$ cat config.mk
export PLATFORM = sky130hd
export DESIGN_NAME = spi_target
export DESIGN_NICKNAME = d
export VERILOG_FILES = /design/src/rtl/spi_target_pkg.sv /design/src/rtl/spi_target_fifo.sv /design/src/rtl/spi_target.sv
export SDC_FILE = /design/constraint.sdc
export NUM_CORES = 1
export LEC_CHECK = 0
export BUFFER_PORTS_ARGS = -buffer_cell sky130_fd_sc_hd__buf_2
export CAP_MARGIN = 20
export CORE_MARGIN = 3
export CORE_UTILIZATION = 50
export DETAILED_ROUTE_END_ITERATION = 12
export GPL_TIMING_DRIVEN = 0
export PLACE_DENSITY = 0.7
export SYNTH_ARGS = -nofsm -noshare
export SYNTH_HDL_FRONTEND = slang
export SYNTH_SLANG_ARGS = --single-unit
$ cat constraint.sdc
create_clock -name io_clock -period 1.9 [get_ports io_clock]
set_input_delay 0.285 -clock io_clock [delete_from_list [all_inputs] [get_ports io_clock]]
set_output_delay 0.285 -clock io_clock [all_outputs]
set_load 0.01 [all_outputs]
$ cat src/rtl/spi_target_pkg.sv
// Shared types and constants for the SPI mode-0 target.
package spi_target_pkg;

   localparam int BITS_PER_BYTE = 8;

   typedef logic [BITS_PER_BYTE-1:0] spi_byte_t;

   typedef enum logic {
      ST_IDLE,
      ST_SHIFT
   } spi_target_state_e;

endpackage

$ cat src/rtl/spi_target_fifo.sv
// Synchronous byte FIFO for the rx path; push while full is accepted when a pop happens
// in the same cycle. DEPTH must be a power of two (>= 2).
module spi_target_fifo
   import spi_target_pkg::*;
#(
   parameter int unsigned DEPTH = 4
) (
   input  logic      clk,
   input  logic      reset,
   input  logic      push,
   input  spi_byte_t push_data,
   input  logic      pop,
   output spi_byte_t pop_data,
   output logic      full,
   output logic      empty
);

   localparam int unsigned AW = $clog2(DEPTH);

   spi_byte_t        mem_q [DEPTH];
   logic [AW-1:0]    wr_ptr_q;
   logic [AW-1:0]    rd_ptr_q;
   logic [AW:0]      count_q;
   logic             do_push;
   logic             do_pop;

   assign empty    = (count_q == '0);
   assign full     = (count_q == (AW+1)'(DEPTH));
   assign do_pop   = pop && !empty;
   assign do_push  = push && (!full || do_pop);
   assign pop_data = empty ? '0 : mem_q[rd_ptr_q];

   always_ff @(posedge clk) begin
      if (reset) begin
         wr_ptr_q <= '0;
         rd_ptr_q <= '0;
         count_q  <= '0;
      end else begin
         if (do_push) wr_ptr_q <= wr_ptr_q + AW'(1);
         if (do_pop)  rd_ptr_q <= rd_ptr_q + AW'(1);
         case ({do_push, do_pop})
            2'b10:   count_q <= count_q + (AW+1)'(1);
            2'b01:   count_q <= count_q - (AW+1)'(1);
            default: count_q <= count_q;
         endcase
      end
   end

   always_ff @(posedge clk) begin
      if (do_push) mem_q[wr_ptr_q] <= push_data;
   end

endmodule

$ cat src/rtl/spi_target.sv
// SPI mode-0 target oversampled in io_clock. Define SPI_TARGET_RX_FIFO_EN to replace the
// single rx holding register with an RX_FIFO_DEPTH-entry FIFO.
module spi_target
   import spi_target_pkg::*;
#(
   parameter int unsigned SYNC_STAGES   = 2,
   parameter spi_byte_t   FILL_BYTE     = 8'hFF,
   parameter int unsigned RX_FIFO_DEPTH = 4
) (
   input  logic      io_clock,
   input  logic      io_reset,
   input  logic      io_spi_sclk,
   input  logic      io_spi_ss,
   input  logic      io_spi_mosi,
   output logic      io_spi_miso,
   output logic      io_spi_miso_oe,
   output spi_byte_t io_rx_data,
   output logic      io_rx_valid,
   input  logic      io_rx_ready,
   input  spi_byte_t io_tx_data,
   input  logic      io_tx_valid,
   output logic      io_tx_ready,
   output logic      io_busy,
   output logic      io_rx_overflow,
   output logic      io_frame_abort
);

   if (SYNC_STAGES < 2) begin : gen_sync_check
      $error("SYNC_STAGES must be at least 2");
   end
   if (RX_FIFO_DEPTH < 2 || (RX_FIFO_DEPTH & (RX_FIFO_DEPTH - 1)) != 0) begin : gen_depth_check
      $error("RX_FIFO_DEPTH must be a power of two >= 2");
   end

   logic [SYNC_STAGES-1:0] sclk_sync_q, ss_sync_q, mosi_sync_q;
   logic                   sclk_prev_q, ss_prev_q;
   logic                   sclk_s, ss_s, mosi_s;
   logic                   sclk_rise, sclk_fall, ss_rise, ss_fall;

   spi_target_state_e state_q, state_d;
   logic [2:0]        bit_cnt_q, bit_cnt_d;
   spi_byte_t         tx_shift_q, tx_shift_d;
   spi_byte_t         rx_shift_q, rx_shift_d;
   spi_byte_t         rx_byte;
   logic              abort_q, abort_d;
   logic              overflow_q;
   logic              load;
   logic              rx_done;
   logic              rx_full;
   logic              rx_pop;

   // Sync chains load the idle bus state so reset never looks like an edge.
   always_ff @(posedge io_clock) begin
      if (io_reset) begin
         sclk_sync_q <= '0;
         ss_sync_q   <= '1;
         mosi_sync_q <= '0;
         sclk_prev_q <= 1'b0;
         ss_prev_q   <= 1'b1;
      end else begin
         sclk_sync_q <= {sclk_sync_q[SYNC_STAGES-2:0], io_spi_sclk};
         ss_sync_q   <= {ss_sync_q[SYNC_STAGES-2:0], io_spi_ss};
         mosi_sync_q <= {mosi_sync_q[SYNC_STAGES-2:0], io_spi_mosi};
         sclk_prev_q <= sclk_s;
         ss_prev_q   <= ss_s;
      end
   end

   assign sclk_s    = sclk_sync_q[SYNC_STAGES-1];
   assign ss_s      = ss_sync_q[SYNC_STAGES-1];
   assign mosi_s    = mosi_sync_q[SYNC_STAGES-1];
   assign sclk_rise = sclk_s && !sclk_prev_q;
   assign sclk_fall = !sclk_s && sclk_prev_q;
   assign ss_rise   = ss_s && !ss_prev_q;
   assign ss_fall   = !ss_s && ss_prev_q;
   assign rx_byte   = {rx_shift_q[BITS_PER_BYTE-2:0], mosi_s};

   always_comb begin
      state_d    = state_q;
      bit_cnt_d  = bit_cnt_q;
      tx_shift_d = tx_shift_q;
      rx_shift_d = rx_shift_q;
      abort_d    = 1'b0;
      load       = 1'b0;
      rx_done    = 1'b0;
      case (state_q)
         ST_IDLE: begin
            if (ss_fall) begin
               state_d   = ST_SHIFT;
               bit_cnt_d = '0;
               load      = 1'b1;
            end
         end
         ST_SHIFT: begin
            if (ss_rise) begin
               state_d    = ST_IDLE;
               abort_d    = (bit_cnt_q != '0);
               bit_cnt_d  = '0;
               tx_shift_d = FILL_BYTE;
            end else if (sclk_rise) begin
               rx_shift_d = rx_byte;
               bit_cnt_d  = bit_cnt_q + 3'd1;
               rx_done    = (bit_cnt_q == 3'(BITS_PER_BYTE - 1));
            end else if (sclk_fall) begin
               // A fall with the counter wrapped closes a byte: reload instead of shifting.
               if (bit_cnt_q == '0) load = 1'b1;
               else tx_shift_d = {tx_shift_q[BITS_PER_BYTE-2:0], 1'b0};
            end
         end
         default: state_d = ST_IDLE;
      endcase
      if (load) tx_shift_d = io_tx_valid ? io_tx_data : FILL_BYTE;
   end

   always_ff @(posedge io_clock) begin
      if (io_reset) begin
         state_q    <= ST_IDLE;
         bit_cnt_q  <= '0;
         tx_shift_q <= FILL_BYTE;
         rx_shift_q <= '0;
         abort_q    <= 1'b0;
      end else begin
         state_q    <= state_d;
         bit_cnt_q  <= bit_cnt_d;
         tx_shift_q <= tx_shift_d;
         rx_shift_q <= rx_shift_d;
         abort_q    <= abort_d;
      end
   end

`ifdef SPI_TARGET_RX_FIFO_EN
   logic rx_empty;

   assign rx_pop      = !rx_empty && io_rx_ready;
   assign io_rx_valid = !rx_empty;

   spi_target_fifo #(
      .DEPTH (RX_FIFO_DEPTH)
   ) u_rx_fifo (
      .clk       (io_clock),
      .reset     (io_reset),
      .push      (rx_done),
      .push_data (rx_byte),
      .pop       (rx_pop),
      .pop_data  (io_rx_data),
      .full      (rx_full),
      .empty     (rx_empty)
   );
`else
   spi_byte_t rx_data_q;
   logic      rx_valid_q;

   assign rx_full     = rx_valid_q;
   assign rx_pop      = rx_valid_q && io_rx_ready;
   assign io_rx_valid = rx_valid_q;
   assign io_rx_data  = rx_data_q;

   always_ff @(posedge io_clock) begin
      if (io_reset) begin
         rx_data_q  <= '0;
         rx_valid_q <= 1'b0;
      end else if (rx_done && (!rx_valid_q || rx_pop)) begin
         rx_data_q  <= rx_byte;
         rx_valid_q <= 1'b1;
      end else if (rx_pop) begin
         rx_valid_q <= 1'b0;
      end
   end
`endif

   always_ff @(posedge io_clock) begin
      if (io_reset) overflow_q <= 1'b0;
      else if (rx_done && rx_full && !rx_pop) overflow_q <= 1'b1;
   end

   assign io_spi_miso    = tx_shift_q[BITS_PER_BYTE-1];
   assign io_spi_miso_oe = (state_q == ST_SHIFT);
   assign io_tx_ready    = load && io_tx_valid && !io_reset;
   assign io_busy        = !ss_s;
   assign io_rx_overflow = overflow_q;
   assign io_frame_abort = abort_q;

endmodule
# Yosys cells after proc, flatten, opt, wreduce, memory -nomap -nowiden
# Cells that the tools add are included.
[totals]
reg_bits = 38
wordCells = 72
[op_classes]
add_sub_neg = 1
n_eq_ne = 5
muxes = 24
bitwise_logic = 2
n_reduce_logical = 27
[op_table]
columns = ["op", "n"]
rows = [
  ["$mux 8", 7],
  ["$mux 1", 11],
  ["$logic_and 1x1->1", 10],
  ["$mux 3", 3],
  ["$logic_not 1->1", 7],
  ["$ne 3x3->1 const B", 2],
  ["$pmux 3 s2", 1],
  ["$reduce_bool 3->1", 2],
  ["$pmux 1 s2", 2],
  ["$reduce_and 4->1", 1],
  ["$reduce_bool 2->1", 2],
  ["$add 3x1->3 const B", 1],
  ["$eq 3x3->1 const B", 1],
  ["$logic_not 3->1", 1],
  ["$ne 3x1->1 const B", 1],
  ["$reduce_and 3->1", 1],
  ["$reduce_or 3->1", 1],
  ["$ne 2x2->1 const B", 1],
  ["$not 1->1", 2],
  ["$reduce_and 2->1", 1],
  ["$logic_or 1x1->1", 1],
]

# Logic depth before layout (Yosys ltp)
# Gate-level depths: netlist (run 1).
[depth]
depth_word = 8
mapped_depth = 6

# Worst setup path after synthesis (run 1)
# OpenSTA, ideal clock, no wires.
[synth_timing]
path_kind = "register to output"
start = "register bit_cnt_q[0]"
end = "output io_tx_ready"
t_arrival_ns = 1.136
required_time_ns = 1.615
setup_slack_ns = 0.479
stages_incl_launch_ff = 7
cell_sequence = "dfxtp_1 > inv_1 > ha_1 > nand4bb_1 > a21oi_1 > o211ai_2 > inv_2"
[synth_between]
elab_chain_cells = 8
[synth_rtl]
columns = ["element", "line", "rtl"]
rows = [
  ["start, declared", "spi_target.sv:41", "logic [2:0] bit_cnt_q, bit_cnt_d;"],
  ["start signal, assigned", "spi_target.sv:124", "bit_cnt_q <= bit_cnt_d;"],
  ["$logic_not 3->1", "spi_target.sv:106", "if (bit_cnt_q == '0) load = 1'b1;"],
  ["$mux 1", "spi_target.sv:106", ""],
  ["$mux 1", "spi_target.sv:104", "end else if (sclk_fall) begin"],
  ["$mux 1", "spi_target.sv:100", "end else if (sclk_rise) begin"],
  ["$mux 1", "spi_target.sv:95", "if (ss_rise) begin"],
  ["$pmux 1 s2", "spi_target.sv:86", "case (state_q)"],
  ["$logic_and 1x1->1 (2 in series)", "spi_target.sv:178", "assign io_tx_ready = load && io_tx_valid && !io_reset;"],
  ["end, declared", "spi_target.sv:22", "output logic io_tx_ready,"],
]
# Every way passes these cells.

# Final worst setup path (run 1)
# Ends and elaborated chain as after synthesis.

==> results of run 1 <==
==> repair_timing <==
item | in CTS | in global routing
hold endpoints to repair | 0 | 0
gates resized for setup | 4 | 5
buffers inserted | 2 | 0
pin swaps | 2 | 1
endpoints found under the setup margin | 1 | 1
==> area by class of cell <==
| class | count | area [um2] | area share |
|---|---|---|---|
| buffer | 9 | 55.05 | 0.02893 |
| tap | 42 | 52.55 | 0.02761 |
| timing repair buffer | 31 | 160.2 | 0.08416 |
| clock inverter | 2 | 12.51 | 0.006575 |
| sequential | 38 | 763.2 | 0.4011 |
| clock buffer | 6 | 51.30 | 0.02696 |
| multi-input combinational | 109 | 782.0 | 0.4109 |
| inverter | 7 | 26.28 | 0.01381 |
==> cell families after synthesis <==
group                      after synthesis  share of synthesized area
adders and majority gates                3                    0.02362
AOI/OAI and AO/OA                       37                     0.1740
muxes                                   15                    0.09449
and+or+nand+nor                         54                     0.1795
buffers and inverters                   16                    0.04961
DFF                                     38                     0.4787
==> worst reg2reg max path, stage by stage (launching register included) <==
cell     delay, ps
dfxtp_2        360
buf_4          110
ha_1           140
ha_1           170
nand4_1        170
nor2_4         340
mux2i_1        230
==> registers in the layout, summed over array words and instances, names as in the netlist <==
| register | cells |
|---|---|
| io_rx_data | 8 |
| tx_shift_q | 8 |
| rx_shift_q | 7 |
| bit_cnt_q | 3 |
| mosi_sync_q | 2 |
| sclk_sync_q | 2 |
| ss_sync_q | 2 |
| io_frame_abort | 1 |
| io_rx_overflow | 1 |
| io_rx_valid | 1 |
| io_spi_miso_oe | 1 |
| sclk_prev_q | 1 |
| ss_prev_q | 1 |
==> metal layers <==
metal	up-vias	wire (um)
met4	0	60
met5	-	0
li1	657	-
met3	8	144
met2	32	1633
met1	611	1389
==> per-stage QoR <==
| step | instance area [um2] | total power [mW] | instances | setup WS [ps] | util |
|---|---|---|---|---|---|
| after floorplan | 1589 | 0.9159 | 163 | 479.5 | - |
| after global placement | 1787 | 0.9489 | 234 | 247.7 | 0.6160 |
| after detailed placement | 1787 | 0.9538 | 234 | 208.3 | 0.6160 |
| after CTS | 1889 | 1.400 | 244 | 49.13 | 0.6514 |
| after global routing | 1903 | 1.455 | 244 | 33.49 | 0.6562 |
| final | 1903 | 1.383 | 244 | 135.8 | 0.6562 |
==> worst max path at each step <==
stage                     depth (start not counted)    startpoint  slack (ps)           to
after floorplan                                   6  bit_cnt_q[0]         480  io_tx_ready
final                                             7  bit_cnt_q[0]         140  io_tx_ready
after global routing                              7  bit_cnt_q[0]          30  io_tx_ready
after CTS                                         7  bit_cnt_q[0]          50  io_tx_ready
after detailed placement                          7  bit_cnt_q[0]         210  io_tx_ready
after global placement                            7  bit_cnt_q[0]         250  io_tx_ready
==> synthesized netlist by cell type, drive strengths merged (4+ instances only) <==
master   instances  share of area
a2bb2oi          7          0.039
nand2           19          0.045
inv              7          0.017
nor2b            8          0.031
dfxtp           38           0.48
nand3            4          0.013
o21ai            4          0.015
a31oi            8          0.031
buf              7          0.028
a21oi            6          0.019
o2bb2ai          7          0.039
nor2             9          0.026
mux2i           15          0.094
==> power by group <==
part	internal (mW)	switching (mW)	leakage (nW)	total, mW
combinational	0.0521	0.0574	0.451	0.109
clock	0.178	0.265	0.0343	0.443
sequential	0.818	0.0126	0.310	0.830
==> results.sh, run 1 <==
export IMPL_worstSetupEndpointType="output pin"
export IMPL_report_final_setup_viol=0
export IMPL_cts_root_buffer_cell="clkbuf_4"
export IMPL_die_area_um2=3891
export IMPL_number_of_antenna_violations_at_the_first_check_in_global_routing=0
export IMPL_grt_start_max_net_pins=13
export IMPL_post_synth_cell_area_avg_um2=9.749
export IMPL_grt_pass1_wl_um=5692
export IMPL_drt_pass1_iter_count=4
export IMPL_cp_cell_sequence="inv_2 > ha_4 > nand4bb_4 > a21oi_2 > o211ai_2 > inv_2 > buf_2"
export IMPL_routedWlPerCell_um=13.23
export IMPL_worst_pin_slew_ps=509.6
export IMPL_floorplan_initialDensity=0.5479
export IMPL_floorplan_core_area_um2=2900
export IMPL_number_of_flops_mapped_to_enable_cells_by_yosys=0
export IMPL_ys_ff_latch=38
export IMPL_worstPathRequired_ps=1620
export IMPL_timing_hold_worst_start="io_spi_ss"
export IMPL_slew_limit_headroom=0.6603
export IMPL_drv_slew=0
export IMPL_cts_hold_buf=0
export IMPL_reg2regPathDepth=6
export IMPL_final_common_cell="dfxtp_1"
export IMPL_yosysSeqAreaShare=0.4787
export IMPL_die_height_um=62.38
export IMPL_totalNegativeSetupSlack_ps=0
export IMPL_post_route_cells_drive_above_1_share=0.3020
export IMPL_clock_latency_ps=350
export IMPL_dp_final_hpwl_um=2322
export IMPL_dr_first_iter_drc_count=49
export IMPL_max_freq_mhz=566.8
export IMPL_pin_count=30
export IMPL_path_max_fanout=3
export IMPL_grt_total_usage=0.1792
export IMPL_vias=1308
export IMPL_detail_route_vias_per_cell=5.361
export IMPL_fin_skew_ps=14.98
export IMPL_most_frequent_cp_cell="inv_2"
export IMPL_setup_reg_to_reg_worst_slack_ps=330
export IMPL_holdCritPathClass="primary input to flop"
export IMPL_synth_area_um2=1589
export IMPL_worst_path_clk_slew_ps=120
export IMPL_pwr_density_cell_nw_per_um2=726.7
export IMPL_distinct_cell_type_count_after_synthesis=33
export IMPL_cts_sinks=38
export IMPL_layout_cells_most_common_list="dfxtp_1 (36), buf_2 (31), nand2_1 (19)"
export IMPL_worst_ep_arrival_time_ps=1480
export IMPL_rows=19
export IMPL_postRouteAntennaNets=0
export IMPL_postSynth_topFlopCell="dfxtp_1"
export IMPL_port_buffers=29
export IMPL_worst_path_buf_inv=3
export IMPL_route_detailed_drc=0
export IMPL_globalRouteOverflowTotal=0
export IMPL_critical_path_max_stage_delay_ps=350
export IMPL_diodes=0
export IMPL_h_tree_depth_reported_by_cts=2
export IMPL_routabilityCongestion=0.8065
export IMPL_cts_tree="yes"
export IMPL_grt_met2_use=0.3239
export IMPL_worstSetupPathType="flop to output pin"
export IMPL_wirelength_um=3227
export IMPL_final_hold_worst_slack_ps=117.9
export IMPL_fillCellCount=253
export IMPL_clk_path_buf_depth=2
export IMPL_post_layout_net_count=219
export IMPL_global_route_peak_usage_layer="met2"
export IMPL_synthesis_yosys_warnings=0
export IMPL_period_needed_ps=1764
export IMPL_rsz0062_at_grt="false"
export IMPL_fraction_of_synthesis_flops_using_an_asynchronous_set_or_reset_pin=0
export IMPL_syn_num_nets=181
export IMPL_rr_startpoint="bit_cnt_q[0]"
export IMPL_slowest_stage="dfxtp_2"
export IMPL_holdPathStages=2
export IMPL_timing_final_hold_violations=0
export IMPL_crit_family="flip-flops"
export IMPL_layout_area_overhead_vs_synth_pct=19.76
export IMPL_outcome="finished, final reports clean"
export IMPL_cts_buffers=5
export IMPL_grt_pass1_vias=1338
export IMPL_syn_instance_count=163
export IMPL_worst_r2r_endpoint="io_rx_data[6]"
export IMPL_horizontal_die_dimension_um=62.38
export IMPL_power_leakage_nw=0.7955
export IMPL_worst_hold_path_endpoint="ss_sync_q[0]"
export IMPL_final_min_period_over_clock_period=0.9285
export IMPL_groute_layer_met1_usage=0.1926
export IMPL_max_cap_violations=0
export IMPL_met3_usage=0.05576
export IMPL_power_ir_vdd_worst_v=0.0005738
export IMPL_timing_critical_path_from_type="flop"
No activity file was read; power rests on OpenSTA's default activity.
==> run 2, diff against run 1 <==
--- a/config.mk
+++ b/config.mk
@@ -12,6 +12,7 @@
 export DETAILED_ROUTE_END_ITERATION = 12
 export GPL_TIMING_DRIVEN = 0
 export PLACE_DENSITY = 0.7
+export RECOVER_POWER = 25
 export SYNTH_ARGS = -nofsm -noshare
 export SYNTH_HDL_FRONTEND = slang
 export SYNTH_SLANG_ARGS = --single-unit
==> constraint.sdc (replaced) <==
create_clock -name io_clock -period 2.2 [get_ports io_clock]
set_input_delay 0.33 -clock io_clock [delete_from_list [all_inputs] [get_ports io_clock]]
set_output_delay 0.33 -clock io_clock [all_outputs]
set_load 0.01 [all_outputs]
==> results.sh, run 2 (synthesis results as in run 1) <==
export IMPL_floorplan_core_area_um2=2900
export IMPL_cts_root_buffer_cell="clkbuf_4"
export IMPL_cp_num_cells=7
export IMPL_cts_sinks=38
export IMPL_fin_skew_ps=17.72
export IMPL_wirelength_um=3192
export IMPL_worst_r2r_endpoint="tx_shift_q[4]"
export IMPL_holdCritPathClass="primary input to flop"
export IMPL_critical_path_max_stage_delay_ps=380
export IMPL_timing_hold_worst_start="io_spi_ss"
export IMPL_port_buffers=29
export IMPL_cts_buffers=5
export IMPL_rows=19
export IMPL_cts_hold_buf=0
export IMPL_worstPathRequired_ps=1870
export IMPL_outcome="finished, final reports clean"
export IMPL_drt_pass1_iter_count=4
export IMPL_routedWlPerCell_um=13.19
export IMPL_pwr_density_cell_nw_per_um2=640.5
export IMPL_setup_reg_to_reg_worst_slack_ps=680
export IMPL_postRouteAntennaNets=0
export IMPL_post_route_cells_drive_above_1_share=0.2400
export IMPL_holdPathStages=2
export IMPL_cp_cell_sequence="inv_1 > ha_1 > nand4bb_1 > a21oi_2 > o211ai_4 > inv_2 > buf_2"
export IMPL_path_max_fanout=8
export IMPL_grt_start_max_net_pins=13
export IMPL_power_ir_vdd_worst_v=0.0004954
export IMPL_worst_ep_arrival_time_ps=1730
export IMPL_crit_family="flip-flops"
export IMPL_rsz0062_at_grt="false"
export IMPL_horizontal_die_dimension_um=62.38
export IMPL_post_layout_net_count=217
export IMPL_grt_pass1_vias=1320
export IMPL_routabilityCongestion=0.8065
export IMPL_layout_area_overhead_vs_synth_pct=16.85
export IMPL_power_leakage_nw=0.7599
export IMPL_worst_pin_slew_ps=516.4
export IMPL_dr_first_iter_drc_count=85
export IMPL_drv_slew=0
export IMPL_rr_startpoint="bit_cnt_q[0]"
export IMPL_h_tree_depth_reported_by_cts=2
export IMPL_worst_path_buf_inv=3
export IMPL_reg2regPathDepth=6
export IMPL_clk_path_buf_depth=2
export IMPL_slowest_stage="dfxtp_1"
export IMPL_pin_count=30
export IMPL_layout_cells_most_common_list="dfxtp_1 (38), buf_2 (27), nand2_1 (19)"
export IMPL_regArea_um2=760.7
export IMPL_grt_pass1_wl_um=5589
export IMPL_die_area_um2=3891
export IMPL_cts_tree="yes"
export IMPL_die_height_um=62.38
export IMPL_worstSetupEndpointType="output pin"
export IMPL_route_detailed_drc=0
export IMPL_dp_final_hpwl_um=2322
export IMPL_fillCellCount=266
export IMPL_worstSetupPathType="flop to output pin"
export IMPL_max_freq_mhz=484.5
export IMPL_report_power_total_mw=1.189
export IMPL_max_cap_violations=0
export IMPL_floorplan_initialDensity=0.5479
export IMPL_vias=1284
export IMPL_multi_input_area_um2=762.0
export IMPL_globalRouteOverflowTotal=0
export IMPL_worst_hold_path_endpoint="ss_sync_q[0]"
export IMPL_report_final_setup_viol=0
export IMPL_timing_critical_path_from_type="flop"
export IMPL_grt_total_usage=0.1758
export IMPL_final_common_cell="dfxtp_1"
export IMPL_period_needed_ps=2064
export IMPL_timing_final_hold_violations=0
export IMPL_clock_latency_ps=350
export IMPL_final_min_period_over_clock_period=0.9383
export IMPL_diodes=0
export IMPL_worst_path_clk_slew_ps=120
export IMPL_slew_limit_headroom=0.6557
export IMPL_number_of_antenna_violations_at_the_first_check_in_global_routing=0
export IMPL_totalNegativeSetupSlack_ps=0
export IMPL_detail_route_vias_per_cell=5.306
run 2: how the worst max path moves through the flow:
stage	from	slack, ps	endpoint
CTS	bit_cnt_q[0]	40	io_tx_ready
finish	bit_cnt_q[0]	140	io_tx_ready
floorplan	bit_cnt_q[0]	730	io_tx_ready
global route	bit_cnt_q[0]	20	io_tx_ready
global placement	bit_cnt_q[0]	500	io_tx_ready
detailed placement	bit_cnt_q[0]	460	io_tx_ready
run 2: stage by stage:
stage	cells	worst slack, ps	util	area, um2	hold slack (ps)
finish	242	135.8	0.6402	1857	169.3
global route	242	15.13	0.6402	1857	156.6
CTS	242	43.70	0.6381	1851	152.1
detailed placement	234	463.3	0.6160	1787	396.2
global placement	234	502.7	0.6160	1787	394.2
floorplan	163	734.5	-	1589	389.5
run 2: power by group:
group | switching, mW | internal [mW]
logic | 0.0501 | 0.0427
clock network | 0.226 | 0.154
registers | 0.0106 | 0.706
run 2: area by class of cell:
class,instances,share of cell area
Multi-Input combinational cell,109,0.4104
Buffer,9,0.02830
Inverter,7,0.01415
Tap cell,42,0.02830
Sequential cell,38,0.4097
Clock buffer,6,0.02763
Clock inverter,2,0.006739
Timing Repair Buffer,29,0.07480
run 2: timing repair:
action | in CTS | in global routing
endpoints found under the setup margin | 0 | 1
buffers inserted | 0 | 0
gates resized for setup | 0 | 2
run 2: metal layers:
layer | vias up | wire length (um) | global-route usage
met5 | - | 0 | 0
met1 | 606 | 1398 | 0.1904
met2 | 23 | 1620 | 0.3172
met4 | 0 | 35 | 0.07163
met3 | 4 | 137 | 0.05396
li1 | 651 | - | -
==> run 3, diff against run 2 <==
--- a/config.mk
+++ b/config.mk
@@ -5,14 +5,15 @@
 export SDC_FILE = /design/constraint.sdc
 export NUM_CORES = 1
 export LEC_CHECK = 0
-export BUFFER_PORTS_ARGS = -buffer_cell sky130_fd_sc_hd__buf_2
 export CAP_MARGIN = 20
 export CORE_MARGIN = 3
 export CORE_UTILIZATION = 50
 export DETAILED_ROUTE_END_ITERATION = 12
+export DONT_BUFFER_PORTS = 1
 export GPL_TIMING_DRIVEN = 0
-export PLACE_DENSITY = 0.7
+export PLACE_DENSITY = 0.62
 export RECOVER_POWER = 25
+export REMOVE_ABC_BUFFERS = 1
 export SYNTH_ARGS = -nofsm -noshare
 export SYNTH_HDL_FRONTEND = slang
 export SYNTH_SLANG_ARGS = --single-unit
==> results.sh, run 3 (synthesis results as in run 1) <==
export IMPL_timing_hold_worst_start="io_reset"
export IMPL_cts_root_buffer_cell="clkbuf_4"
export IMPL_dp_final_hpwl_um=1978
export IMPL_post_route_cells_drive_above_1_share=0.1098
export IMPL_global_route_peak_usage_layer="met2"
export IMPL_timing_final_hold_violations=0
export IMPL_switching_share=0.2263
export IMPL_cp_cell_sequence="inv_1 > ha_1 > nand4bb_1 > a21oi_1 > o211ai_2 > inv_2"
export IMPL_detail_route_vias_per_cell=5.549
export IMPL_drv_slew=0
export IMPL_met3_usage=0.09532
export IMPL_clk_path_buf_depth=2
export IMPL_worstPathRequired_ps=1870
export IMPL_rr_startpoint="bit_cnt_q[0]"
export IMPL_die_area_um2=3891
export IMPL_rows=19
export IMPL_route_detailed_drc=0
export IMPL_floorplan_initialDensity=0.5479
export IMPL_grt_total_usage=0.1591
export IMPL_totalNegativeSetupSlack_ps=0
export IMPL_worst_path_buf_inv=2
export IMPL_routabilityCongestion=0.7602
export IMPL_dr_first_iter_drc_count=77
export IMPL_wirelength_um=2866
export IMPL_report_final_setup_viol=0
export IMPL_worst_pin_slew_ps=566.2
export IMPL_pin_count=30
export IMPL_cts_buffers=5
export IMPL_diodes=0
export IMPL_post_layout_net_count=181
export IMPL_fillCellCount=296
export IMPL_worstSetupEndpointType="output pin"
export IMPL_pwr_density_cell_nw_per_um2=688.9
export IMPL_grt_met2_use=0.2500
export IMPL_power_leakage_nw=0.6268
export IMPL_power_frac_clock=0.321
export IMPL_routedWlPerCell_um=13.91
export IMPL_critical_path_max_stage_delay_ps=360
export IMPL_groute_layer_met1_usage=0.1749
export IMPL_clock_latency_ps=340
export IMPL_power_net_switching_mw=0.2604
export IMPL_fin_skew_ps=8.742
export IMPL_rsz0062_at_grt="false"
export IMPL_drt_pass1_iter_count=4
export IMPL_postRouteAntennaNets=0
export IMPL_grt_pass1_wl_um=4864
export IMPL_power_ir_vdd_worst_v=0.0004180
export IMPL_pwr_share_seq=0.626
export IMPL_dp_cells=196
export IMPL_max_freq_mhz=498.8
export IMPL_timing_critical_path_from_type="flop"
export IMPL_final_common_cell="dfxtp_1"
export IMPL_horizontal_die_dimension_um=62.38
export IMPL_max_cap_violations=0
export IMPL_worst_ep_arrival_time_ps=1670
export IMPL_period_needed_ps=2005
export IMPL_floorplan_core_area_um2=2900
export IMPL_holdCritPathClass="primary input to flop"
export IMPL_reg2regPathDepth=6
export IMPL_cts_tree="yes"
export IMPL_cp_num_cells=6
export IMPL_worstSetupPathType="flop to output pin"
export IMPL_layout_cells_most_common_list="dfxtp_1 (37), nand2_1 (19), mux2i_1 (15)"
export IMPL_final_hold_worst_slack_ps=50.43
export IMPL_holdPathStages=1
export IMPL_regArea_um2=762.0
export IMPL_grt_start_max_net_pins=30
export IMPL_slew_limit_headroom=0.6225
export IMPL_grt_pass1_vias=1107
export IMPL_cts_sinks=38
export IMPL_vias=1143
export IMPL_power_internal_mw=0.8903
export IMPL_critical_path_startpoint="bit_cnt_q[0]"
export IMPL_layout_area_overhead_vs_synth_pct=5.118
export IMPL_h_tree_depth_reported_by_cts=2
export IMPL_globalRouteOverflowTotal=0
export IMPL_final_min_period_over_clock_period=0.9113
export IMPL_post_layout_nonfiller_instances=206
export IMPL_worst_path_clk_slew_ps=110
export IMPL_path_max_fanout=8
export IMPL_comb_power_share=0.053
export IMPL_slowest_stage="dfxtp_1"
export IMPL_multi_input_area_um2=749.5
export IMPL_number_of_antenna_violations_at_the_first_check_in_global_routing=0
export IMPL_port_buffers=0
export IMPL_die_height_um=62.38
export IMPL_crit_family="compound AO/OA/AOI/OAI gates"
export IMPL_outcome="finished, final reports clean"
## run 3: final timing paths
| kind | endpoint | slack [ps] |
|---|---|---|
| setup reg to reg | tx_shift_q[7] | 690 |
| hold / removal | rx_shift_q[2] | 50 |
| setup / recovery | io_tx_ready | 200 |
| hold reg to reg | ss_sync_q[1] | 420 |
## run 3: power by group through the flow
stage	clock [mW]	combinational [mW]	sequential [mW]
after detailed placement	0	0.0571	0.735
after global placement	0	0.0556	0.735
final	0.370	0.0612	0.720
after CTS	0.385	0.0571	0.720
after global routing	0.432	0.0687	0.723
after floorplan	0	0.0481	0.732
## run 3: area by class of cell
class | instances | share of cell area
clock inverters | 1 | 0.002996
clock buffers | 7 | 0.03296
well taps | 42 | 0.03146
flip-flops and latches | 38 | 0.4562
inverters | 7 | 0.01573
repair buffers | 2 | 0.01199
multi-input cells | 109 | 0.4487
## run 3: stage by stage
step | utilization | worst slack [ps] | power [mW] | cell area (um2)
after floorplan | - | 620.1 | 0.7799 | 1536
after global placement | 0.5479 | 374.8 | 0.7901 | 1589
after detailed placement | 0.5479 | 394.2 | 0.7923 | 1589
after CTS | 0.5690 | 148.2 | 1.162 | 1650
after global routing | 0.5759 | 28.20 | 1.224 | 1670
final | 0.5759 | 195.1 | 1.151 | 1670
## run 3: timing repair
action	in CTS	in global routing
setup buffers	0	0
gates resized for setup	1	0
endpoints found under the setup margin	1	0
hold buffers	0	2
endpoints found under the hold margin	0	6
## run 3: per-layer routing
metal | vias to the layer above | wire length, um
met2 | 28 | 1342
li1 | 579 | -
met5 | - | 0
met1 | 534 | 1289
met4 | 0 | 20
met3 | 2 | 214
